File: config.mk
export PLATFORM = sky130hd
export DESIGN_NAME = mem_wb_stage
export DESIGN_NICKNAME = d
export VERILOG_FILES = /design/src/rtl/mem_wb_stage.sv
export SDC_FILE = /design/constraint.sdc
export NUM_CORES = 1
export LEC_CHECK = 0
export BUFFER_PORTS_ARGS = -buffer_cell sky130_fd_sc_hd__buf_2
export CORE_UTILIZATION = 53
export CTS_CLUSTER_DIAMETER = 120
export DETAILED_ROUTE_END_ITERATION = 10
export PLACE_DENSITY_LB_ADDON = 0.12
export SLEW_MARGIN = 20
export SYNTH_ARGS = -nofsm -noshare
export SYNTH_HDL_FRONTEND = slang
export SYNTH_SLANG_ARGS = --single-unit
File: constraint.sdc
create_clock -name clk -period 12.2 [get_ports clk]
set_clock_uncertainty 0.15 [all_clocks]
set_input_delay 1.22 -clock clk [delete_from_list [all_inputs] [get_ports clk]]
set_output_delay 1.22 -clock clk [all_outputs]
set_load 0.01 [all_outputs]
File: src/rtl/mem_wb_stage.sv
// Memory-access stage with MEM/WB pipeline register.
// Runs one req/ack data-memory transaction per load/store and holds `ready` low until it completes.
module mem_wb_stage #(
    parameter int unsigned ADDR_BASE = 1024,
    parameter int unsigned TIMEOUT   = 15
) (
    input  logic        clk,
    input  logic        rst,
    input  logic        wb_en_in,
    input  logic        mem_r_en,
    input  logic        mem_w_en,
    input  logic [31:0] alu_res,
    input  logic [31:0] st_val,
    input  logic [3:0]  dest,
    output logic        ready,
    output logic        mem_req,
    output logic        mem_we,
    output logic [31:0] mem_addr,
    output logic [31:0] mem_wdata,
    input  logic        mem_ack,
    input  logic [31:0] mem_rdata,
    output logic [31:0] wb_result,
    output logic [3:0]  wb_dest,
    output logic        wb_en,
    output logic        mem_err
);

    localparam logic [31:0] BASE    = 32'(ADDR_BASE);
    localparam logic [7:0]  TO_LAST = 8'(TIMEOUT - 1);
    localparam logic [31:0] BAD_RD  = 32'hDEADBEEF;

    typedef enum logic [1:0] {IDLE, ACCESS, DONE} state_t;

    typedef struct packed {
        logic        req;
        logic        we;
        logic [31:0] addr;
        logic [31:0] wdata;
    } mem_bus_t;

    state_t      state, state_nxt;
    logic [7:0]  cnt, cnt_nxt;
    logic [31:0] rdata, rdata_nxt;
    logic        err_nxt;
    mem_bus_t    bus, bus_nxt;

    logic        mem_op;
    logic [31:0] addr_off;
    logic [31:0] word_addr;

    // A simultaneous read+write request is treated as a plain read.
    assign mem_op    = mem_r_en | mem_w_en;
    assign addr_off  = alu_res - BASE;
    assign word_addr = addr_off >> 2;

    always_comb begin
        state_nxt = state;
        cnt_nxt   = cnt;
        rdata_nxt = rdata;
        err_nxt   = mem_err;
        bus_nxt   = bus;
        ready     = 1'b0;
        case (state)
            IDLE: begin
                ready = !mem_op;
                if (mem_op) begin
                    state_nxt     = ACCESS;
                    bus_nxt.req   = 1'b1;
                    bus_nxt.we    = mem_w_en & !mem_r_en;
                    bus_nxt.addr  = word_addr;
                    bus_nxt.wdata = st_val;
                    cnt_nxt       = 8'd0;
                end
            end
            ACCESS: begin
                if (mem_ack) begin
                    state_nxt   = DONE;
                    bus_nxt.req = 1'b0;
                    bus_nxt.we  = 1'b0;
                    rdata_nxt   = mem_rdata;
                end else if (cnt == TO_LAST) begin
                    // Abandon the access; a poisoned value goes to write-back.
                    state_nxt   = DONE;
                    bus_nxt.req = 1'b0;
                    rdata_nxt   = BAD_RD;
                    err_nxt     = 1'b1;
                end else begin
                    cnt_nxt = cnt + 8'd1;
                end
            end
            DONE: begin
                ready     = 1'b1;
                state_nxt = IDLE;
            end
            default: state_nxt = IDLE;
        endcase
    end

    always_ff @(posedge clk or posedge rst) begin
        if (rst) begin
            state   <= IDLE;
            cnt     <= 8'd0;
            rdata   <= 32'd0;
            mem_err <= 1'b0;
            bus     <= '0;
        end else begin
            state   <= state_nxt;
            cnt     <= cnt_nxt;
            rdata   <= rdata_nxt;
            mem_err <= err_nxt;
            bus     <= bus_nxt;
        end
    end

    assign mem_req   = bus.req;
    assign mem_we    = bus.we;
    assign mem_addr  = bus.addr;
    assign mem_wdata = bus.wdata;

    // MEM/WB register: a stalled cycle inserts a bubble but keeps the last result visible.
    always_ff @(posedge clk or posedge rst) begin
        if (rst) begin
            wb_en     <= 1'b0;
            wb_dest   <= 4'd0;
            wb_result <= 32'd0;
        end else if (ready) begin
            wb_en     <= wb_en_in;
            wb_dest   <= dest;
            wb_result <= mem_r_en ? rdata : alu_res;
        end else begin
            wb_en <= 1'b0;
        end
    end

endmodule

==> reports/metrics.yaml, run 1 <==
die:
  pin_count: 211
  die_w_um: 109.8
  core_area_um2: 11080
  die_span_y_um: 109.8
  floorplan.initialDensity: 0.5558
  placementRows: 38
  die_area_um2: 12050
synth:
  synth_area_um2: 6157
  netlist_top_cells_count: "sky130_fd_sc_hd__nand2_1, sky130_fd_sc_hd__dfrtp_1, sky130_fd_sc_hd__nor2_1, sky130_fd_sc_hd__a21oi_1, sky130_fd_sc_hd__mux2i_1"
  postSynth.topFlopCell: "sky130_fd_sc_hd__dfrtp_1"
  synth_top_family_by_area: "simple AND/OR/NAND/NOR gates"
  synthDominantCellAreaShare: 0.5852
  share_of_synthesized_flip_flops_with_an_asynchronous_set_or_reset: 1.000
  post_synth_main_area_contributors: "sky130_fd_sc_hd__dfrtp_1, sky130_fd_sc_hd__nand2_1, sky130_fd_sc_hd__mux2i_1, sky130_fd_sc_hd__a221o_1, sky130_fd_sc_hd__nor2_1"
  synth_seq_area_share: 0.5852
  synth_simple_gate_area_frac: 0.1733
  postSynthAreaPerCell_um2: 10.37
  synth.mux.area_fraction: 0.06279
  synth-compound-area-share: 0.1126
  synthXorXnorAreaFrac: 0.02845
  synthesis.instances: 594
  synth_fa_ha_area_frac: 0.006096
  yosys_register_bits: 144
  synth.lib_cells_used.distinct: 47
  ys_warn_count: 0
  netlist.top_cell.by_area: "sky130_fd_sc_hd__dfrtp_1"
  edff_count_synth: 0
  synth_most_common_cell: "sky130_fd_sc_hd__nand2_1"
timing:
  setup_repair_after_global_routing_missed_its_margin: "false"
  worstMarginPinSlew_ns: 1.028
  final.min_clock_period_ns: 4.405
  fmaxAchievable_mhz: 227.0
  slew-limit-headroom: 0.3146
  layout_worst_path_cycle_share: 0.3611
  finalHoldViolations: 0
  timing.final.setup_violations: 0
  setup_total_negative_slack_ns: 0
  timing.final.max_slew_violations: 0
final_layout:
  area_delta_synth_final_pct: 27.68
  diodes: 0
  finalNetCount: 897
  post_route_cells_drive_above_1_share: 0.3258
  stdcell_count: 941
  final.fill_count: 885
  design_area_um2: 7861
  finalCoreUtilization: 0.7096
cts:
  number_of_buffers_on_the_longest_clock_path: 2
  clk_latency_ns: 0.42
  tritoncts: "built"
  cts_root_buf: "sky130_fd_sc_hd__clkbuf_16"
  clock_net_sink_count: 144
  cts_hold_buf: 0
  clkTransAtPathRegs_ns: 0.06
  ctsHtreeMaxLevel: 4
  postCtsSetupBuffers: 0
  cts_repair_resize_count: 0
  tritoncts_buffer_count: 17
routing:
  ant_nets: 0
  drt_pre_antenna_iters: 4
  route.detailed.vias_per_inst: 5.410
  dr.first_iter.drc_count: 297
  drc: 0
  postRouteWirelength_um: 15330
  post_drt_wl_per_cell_um: 16.29
  dr_total_vias: 5091
setup_path:
  timing.critical_path.fanout_max: 70
  setup.worst_path.start_class: "input pin"
  critical_path.endpoint_type: "output port"
  critPathArrivalTime_ns: 3.04
  worstPathRequired_ns: 10.83
  critical_path_class: "in -> out"
grt:
  grt_pass1_wl_um: 23710
  pin_count_of_the_biggest_net_entering_global_routing: 74
  groute.usage.overall: 0.2636
  grt_overflow_total: 0
  antenna_found_initial: 0
  first_global_vias: 4808
pwr:
  power_density_nw_per_um2: 259.8
  vdd_drop_max_v: 0.0001771
  p_leak_nw: 4.039
placement:
  gp_routability_congestion: 0.8217
  post_dp_cell_area_um2: 7277
  port_buffers: 208
  place_hpwl_um: 10670
  dpl.cell_count: 909
job:
  max_cap_viols: 0
run_status:
  status: "completed"
worst_hold_path:
  min_path_type: "reg -> reg"
[layer usage]
layer | GRT usage | wire [um] | vias up
met5 | 0 | 0 | -
met4 | 0.1029 | 282 | 0
met3 | 0.07410 | 1117 | 25
met2 | 0.4129 | 7320 | 194
met1 | 0.3474 | 6605 | 2464
li1 | - | - | 2408
[cell families after synthesis]
| kind of cell | Yosys count |
|---|---|
| AND/OR/NAND/NOR | 240 |
| AO/OA/AOI/OAI | 102 |
| multiplexers | 38 |
| buffers and inverters | 46 |
| XOR/XNOR | 20 |
| other | 1 |
| flip-flops | 144 |
| adder cells (fa/ha/maj) | 3 |
[where the power goes]
part	switching [W]	internal (W)	leakage (nW)
combinational	0.000409	0.000293	2.01
clock	0.000185	0.000331	0.286
sequential	0.000124	0.000700	1.75
total	0.000717	0.00132	4.04
[sequential cells by signal (all words and copies together) (netlist names)]
register,flops
mem_wdata,32
rdata,32
wb_result,32
mem_addr,30
cnt,8
wb_dest,4
state,2
mem_err,1
mem_req,1
mem_we,1
wb_en,1
[critical path, stage by stage]
cell and delay [ns]:
sky130_fd_sc_hd__buf_2 0.74, sky130_fd_sc_hd__nor2_1 0.22, sky130_fd_sc_hd__nor2_1 0.24, sky130_fd_sc_hd__nor2_4 0.04, sky130_fd_sc_hd__buf_4 0.33, sky130_fd_sc_hd__buf_2 0.24
[worst paths after layout]
kind                            startpoint  slack (ns)             to  cells after the start
max in group asynchronous              rst        9.77   mem_addr[28]                      3
worst max register to register      cnt[0]        9.73      rdata[30]                      6
worst max-delay path              mem_r_en        7.79          ready                      6
worst min register to register     mem_err        0.31        mem_err                      1
min in group asynchronous              rst        0.76  mem_wdata[25]                      2
worst min-delay path               mem_err        0.31        mem_err                      1
[through the flow]
step / setup WS [ns] / hold WS [ns] / power [W]
floorplan: 6.964 / 0.3229 / 0.001244
global placement: 7.838 / 0.2967 / 0.001499
detailed placement: 7.767 / 0.3018 / 0.001536
CTS: 7.770 / 0.3165 / 0.002060
global route: 7.643 / 0.3301 / 0.002182
finish: 7.795 / 0.3124 / 0.002042
[layout by cell type, fill, tap and decap left out, types with 4 or more instances in the layout]
cell type / synthesis / final
sky130_fd_sc_hd__buf_2: 8 / 208
sky130_fd_sc_hd__clkbuf_1: 28 / 7
sky130_fd_sc_hd__buf_4: 2 / 6
sky130_fd_sc_hd__a22o_1: 8 / 8
sky130_fd_sc_hd__xor2_1: 9 / 9
sky130_fd_sc_hd__nand3_1: 8 / 8
sky130_fd_sc_hd__dfrtp_1: 144 / 144
sky130_fd_sc_hd__inv_1: 6 / 5
sky130_fd_sc_hd__nor2_1: 51 / 50
sky130_fd_sc_hd__clkbuf_16: 0 / 17
sky130_fd_sc_hd__mux2i_1: 33 / 33
sky130_fd_sc_hd__nand2_1: 148 / 148
sky130_fd_sc_hd__o21ai_0: 20 / 20
sky130_fd_sc_hd__xnor2_1: 11 / 11
sky130_fd_sc_hd__mux2_2: 5 / 5
sky130_fd_sc_hd__a21oi_1: 36 / 36
sky130_fd_sc_hd__a31oi_1: 4 / 4
sky130_fd_sc_hd__a221o_1: 24 / 24
[area by class of cell]
class	count	area [um2]	share of cell area
sequential	144	3603	0.4584
clock inverter	6	105.1	0.01337
tap	140	175.2	0.02228
inverter	6	27.53	0.003502
multi-input combinational	405	2385	0.3034
clock buffer	26	479.2	0.06096
timing repair buffer	214	1086	0.1382
Note: power is estimated with default switching activity, not from simulation.
==> inputs of run 2 (changes only) <==
--- a/config.mk
+++ b/config.mk
@@ -6,7 +6,7 @@
 export NUM_CORES = 1
 export LEC_CHECK = 0
 export BUFFER_PORTS_ARGS = -buffer_cell sky130_fd_sc_hd__buf_2
-export CORE_UTILIZATION = 53
+export CORE_UTILIZATION = 45
 export CTS_CLUSTER_DIAMETER = 120
 export DETAILED_ROUTE_END_ITERATION = 10
 export PLACE_DENSITY_LB_ADDON = 0.12
==> constraint.sdc (replaced) <==
create_clock -name clk -period 3.6 [get_ports clk]
set_clock_uncertainty 0.15 [all_clocks]
set_input_delay 0.36 -clock clk [delete_from_list [all_inputs] [get_ports clk]]
set_output_delay 0.36 -clock clk [all_outputs]
set_load 0.01 [all_outputs]
==> reports/metrics.yaml, run 2 (synthesis gave the netlist of run 1 again) <==
run_status:
  status: "completed"
pwr:
  vdd_drop_max_v: 0.0004118  # +130%
  finalPower_w: 0.007000  # +240%
  share_comb_of_total_power: 0.347  # +0.003
  power_report.internal_total_w: 0.004568  # +240%
  proportion_of_total_power_due_to_net_switching: 0.3474  # -0.003936
  p_switching_w: 0.002432  # +240%
  p_leak_nw: 4.230  # +4.7%
  power_density_nw_per_um2: 837.9  # +220%
  seq_power_share: 0.397  # -0.007
  power.share.clock: 0.256  # +0.003
setup_path:
  worstPathRequired_ns: 3.80  # -7.03 ns
  setup.worst_path.start_class: "flop"
  timing.critical_path.fanout_max: 25  # -64%
  critPathArrivalTime_ns: 2.58  # -0.46 ns
  critical_path_class: "reg -> reg"
  critical_path.endpoint_type: "flop"
cts:
  postCtsSetupBuffers: 0  # unchanged
  clock_net_sink_count: 144  # unchanged
  cts_repair_resize_count: 0  # unchanged
  clkTransAtPathRegs_ns: 0.05  # about the same
  ctsHtreeMaxLevel: 4  # unchanged
  clk_latency_ns: 0.41  # about the same
  number_of_buffers_on_the_longest_clock_path: 2  # unchanged
  cts_hold_buf: 37  # +37
  tritoncts: "built"
  cts_root_buf: "sky130_fd_sc_hd__clkbuf_16"
  tritoncts_buffer_count: 17  # unchanged
die:
  placementRows: 42  # +11%
  floorplan.initialDensity: 0.4631  # -0.09268
  die_w_um: 119.0  # +8.4%
  pin_count: 211  # unchanged
  die_span_y_um: 119.0  # +8.4%
  core_area_um2: 13300  # +20%
  die_area_um2: 14150  # +17%
grt:
  fraction_of_met2_tracks_used_by_global_routing: 0.3662  # -0.04672
  busiest_layer: "met2"
  pin_count_of_the_biggest_net_entering_global_routing: 113  # +53%
  grt_overflow_total: 0  # unchanged
  grt_pass1_wl_um: 25370  # +7.0%
  use_met1: 0.3123  # -0.03508
  first_global_vias: 4990  # +3.8%
  gr-usage-met3: 0.06226  # -0.01184
  groute.usage.overall: 0.2343  # -0.02923
  antenna_found_initial: 1  # +1
worst_hold_path:
  min_path_type: "in -> reg"
timing:
  setup_total_negative_slack_ns: 0  # unchanged
  finalHoldViolations: 0  # unchanged
  timing.final.setup_violations: 0  # unchanged
  fmaxAchievable_mhz: 419.5
  slew-limit-headroom: 0.3530  # +0.03841
  worstMarginPinSlew_ns: 0.9705  # -0.05761 ns
  layout_worst_path_cycle_share: 0.6622
  postLayoutSetupSlackWorst_ns: 1.216  # -6.579 ns
  timing.final.max_slew_violations: 0  # unchanged
  setup_repair_after_global_routing_missed_its_margin: "false"
  final.min_clock_period_ns: 2.384
placement:
  place_hpwl_um: 10950  # +2.7%
  preCtsSetupSlack_ns: 1.175  # -6.592 ns
  port_buffers: 208  # unchanged
  gp_routability_congestion: 0.7855  # -4.4%
routing:
  route.detailed.vias_per_inst: 5.065  # -6.4%
  drc: 0  # unchanged
  dr.first_iter.drc_count: 184  # -38%
  postRouteWirelength_um: 15530  # +1.3%
  dr_total_vias: 5161  # +1.4%
  post_drt_wl_per_cell_um: 15.24  # -6.4%
  drt_pre_antenna_iters: 5  # +1
  ant_nets: 0  # unchanged
final_layout:
  final.fill_count: 1114  # +26%
  area_delta_synth_final_pct: 35.68
  finalNetCount: 938  # +4.6%
  most-common-layout-cells: "sky130_fd_sc_hd__buf_2, sky130_fd_sc_hd__nand2_1, sky130_fd_sc_hd__dfrtp_1"
  post_route_cells_drive_above_1_share: 0.3207  # -0.005178
  layout.cells.most_common: "sky130_fd_sc_hd__buf_2"
job:
  max_cap_viols: 0  # unchanged
==> run 2: changes by cell type in the layout (fill, tap and decap cells not counted), sizes merged <==
cell,previous run,this run
buf,214,218
clkbuf,26,23
clkinv,3,5
clkinvlp,0,2
diode,0,1
dlygate4sd3,0,37
inv,6,5
==> run 2: worst paths after layout <==
path | slack [ns] | start | cells past startpoint | to
max | 1.22 | cnt[0] | 6 | mem_err
min | 0.02 | alu_res[7] | 3 | mem_addr[5]
max reg2reg | 1.22 | cnt[0] | 6 | mem_err
min reg2reg | 0.31 | mem_addr[15] | 2 | mem_addr[15]
max in group asynchronous | 2.32 | rst | 4 | rdata[23]
min in group asynchronous | 0.48 | rst | 4 | mem_wdata[4]
==> run 2: cell type report <==
cell class              instances  area [um2]  area share
diodes                          1       2.502   0.0002995
multi-input cells             405        2385      0.2855
well taps                     176       220.2     0.02636
inverters                       6       26.28    0.003145
clock buffers                  23       488.0     0.05841
clock inverters                 9       130.1     0.01558
flip-flops and latches        144        3603      0.4313
repair buffers                255        1499      0.1794
==> run 2: worst max-delay path, stage by stage, from the launching register on <==
cell                       delay (ns)
sky130_fd_sc_hd__dfrtp_1         0.39
sky130_fd_sc_hd__inv_1           0.09
sky130_fd_sc_hd__ha_1            0.14
sky130_fd_sc_hd__nand4b_1        0.12
sky130_fd_sc_hd__nor4_1          0.31
sky130_fd_sc_hd__and3_1          0.87
sky130_fd_sc_hd__or2_2           0.23
==> run 2: routing by layer <==
metal | vias up | part of all wire
met2 | 197 | 0.46
li1 | 2494 | -
met4 | 0 | 0.020
met5 | - | 0
met3 | 22 | 0.070
met1 | 2448 | 0.45
==> run 2: power groups by stage <==
stage	registers [W]	logic [W]	clock network, W
floorplan	0.00301	0.00121	0
global placement	0.00277	0.00236	0
detailed placement	0.00279	0.00243	0
CTS	0.00278	0.00246	0.00184
global route	0.00288	0.00271	0.00192
finish	0.00278	0.00243	0.00179
==> run 2: stage by stage <==
stage	cells	utilization	area (um2)	hold slack (ns)
floorplan	595	-	6165	0.3154
global route	1019	0.6284	8354	0.005832
CTS	1018	0.6282	8352	0.0006673
global placement	949	0.5538	7363	0.2999
detailed placement	949	0.5538	7363	0.3064
finish	1019	0.6284	8354	0.01931
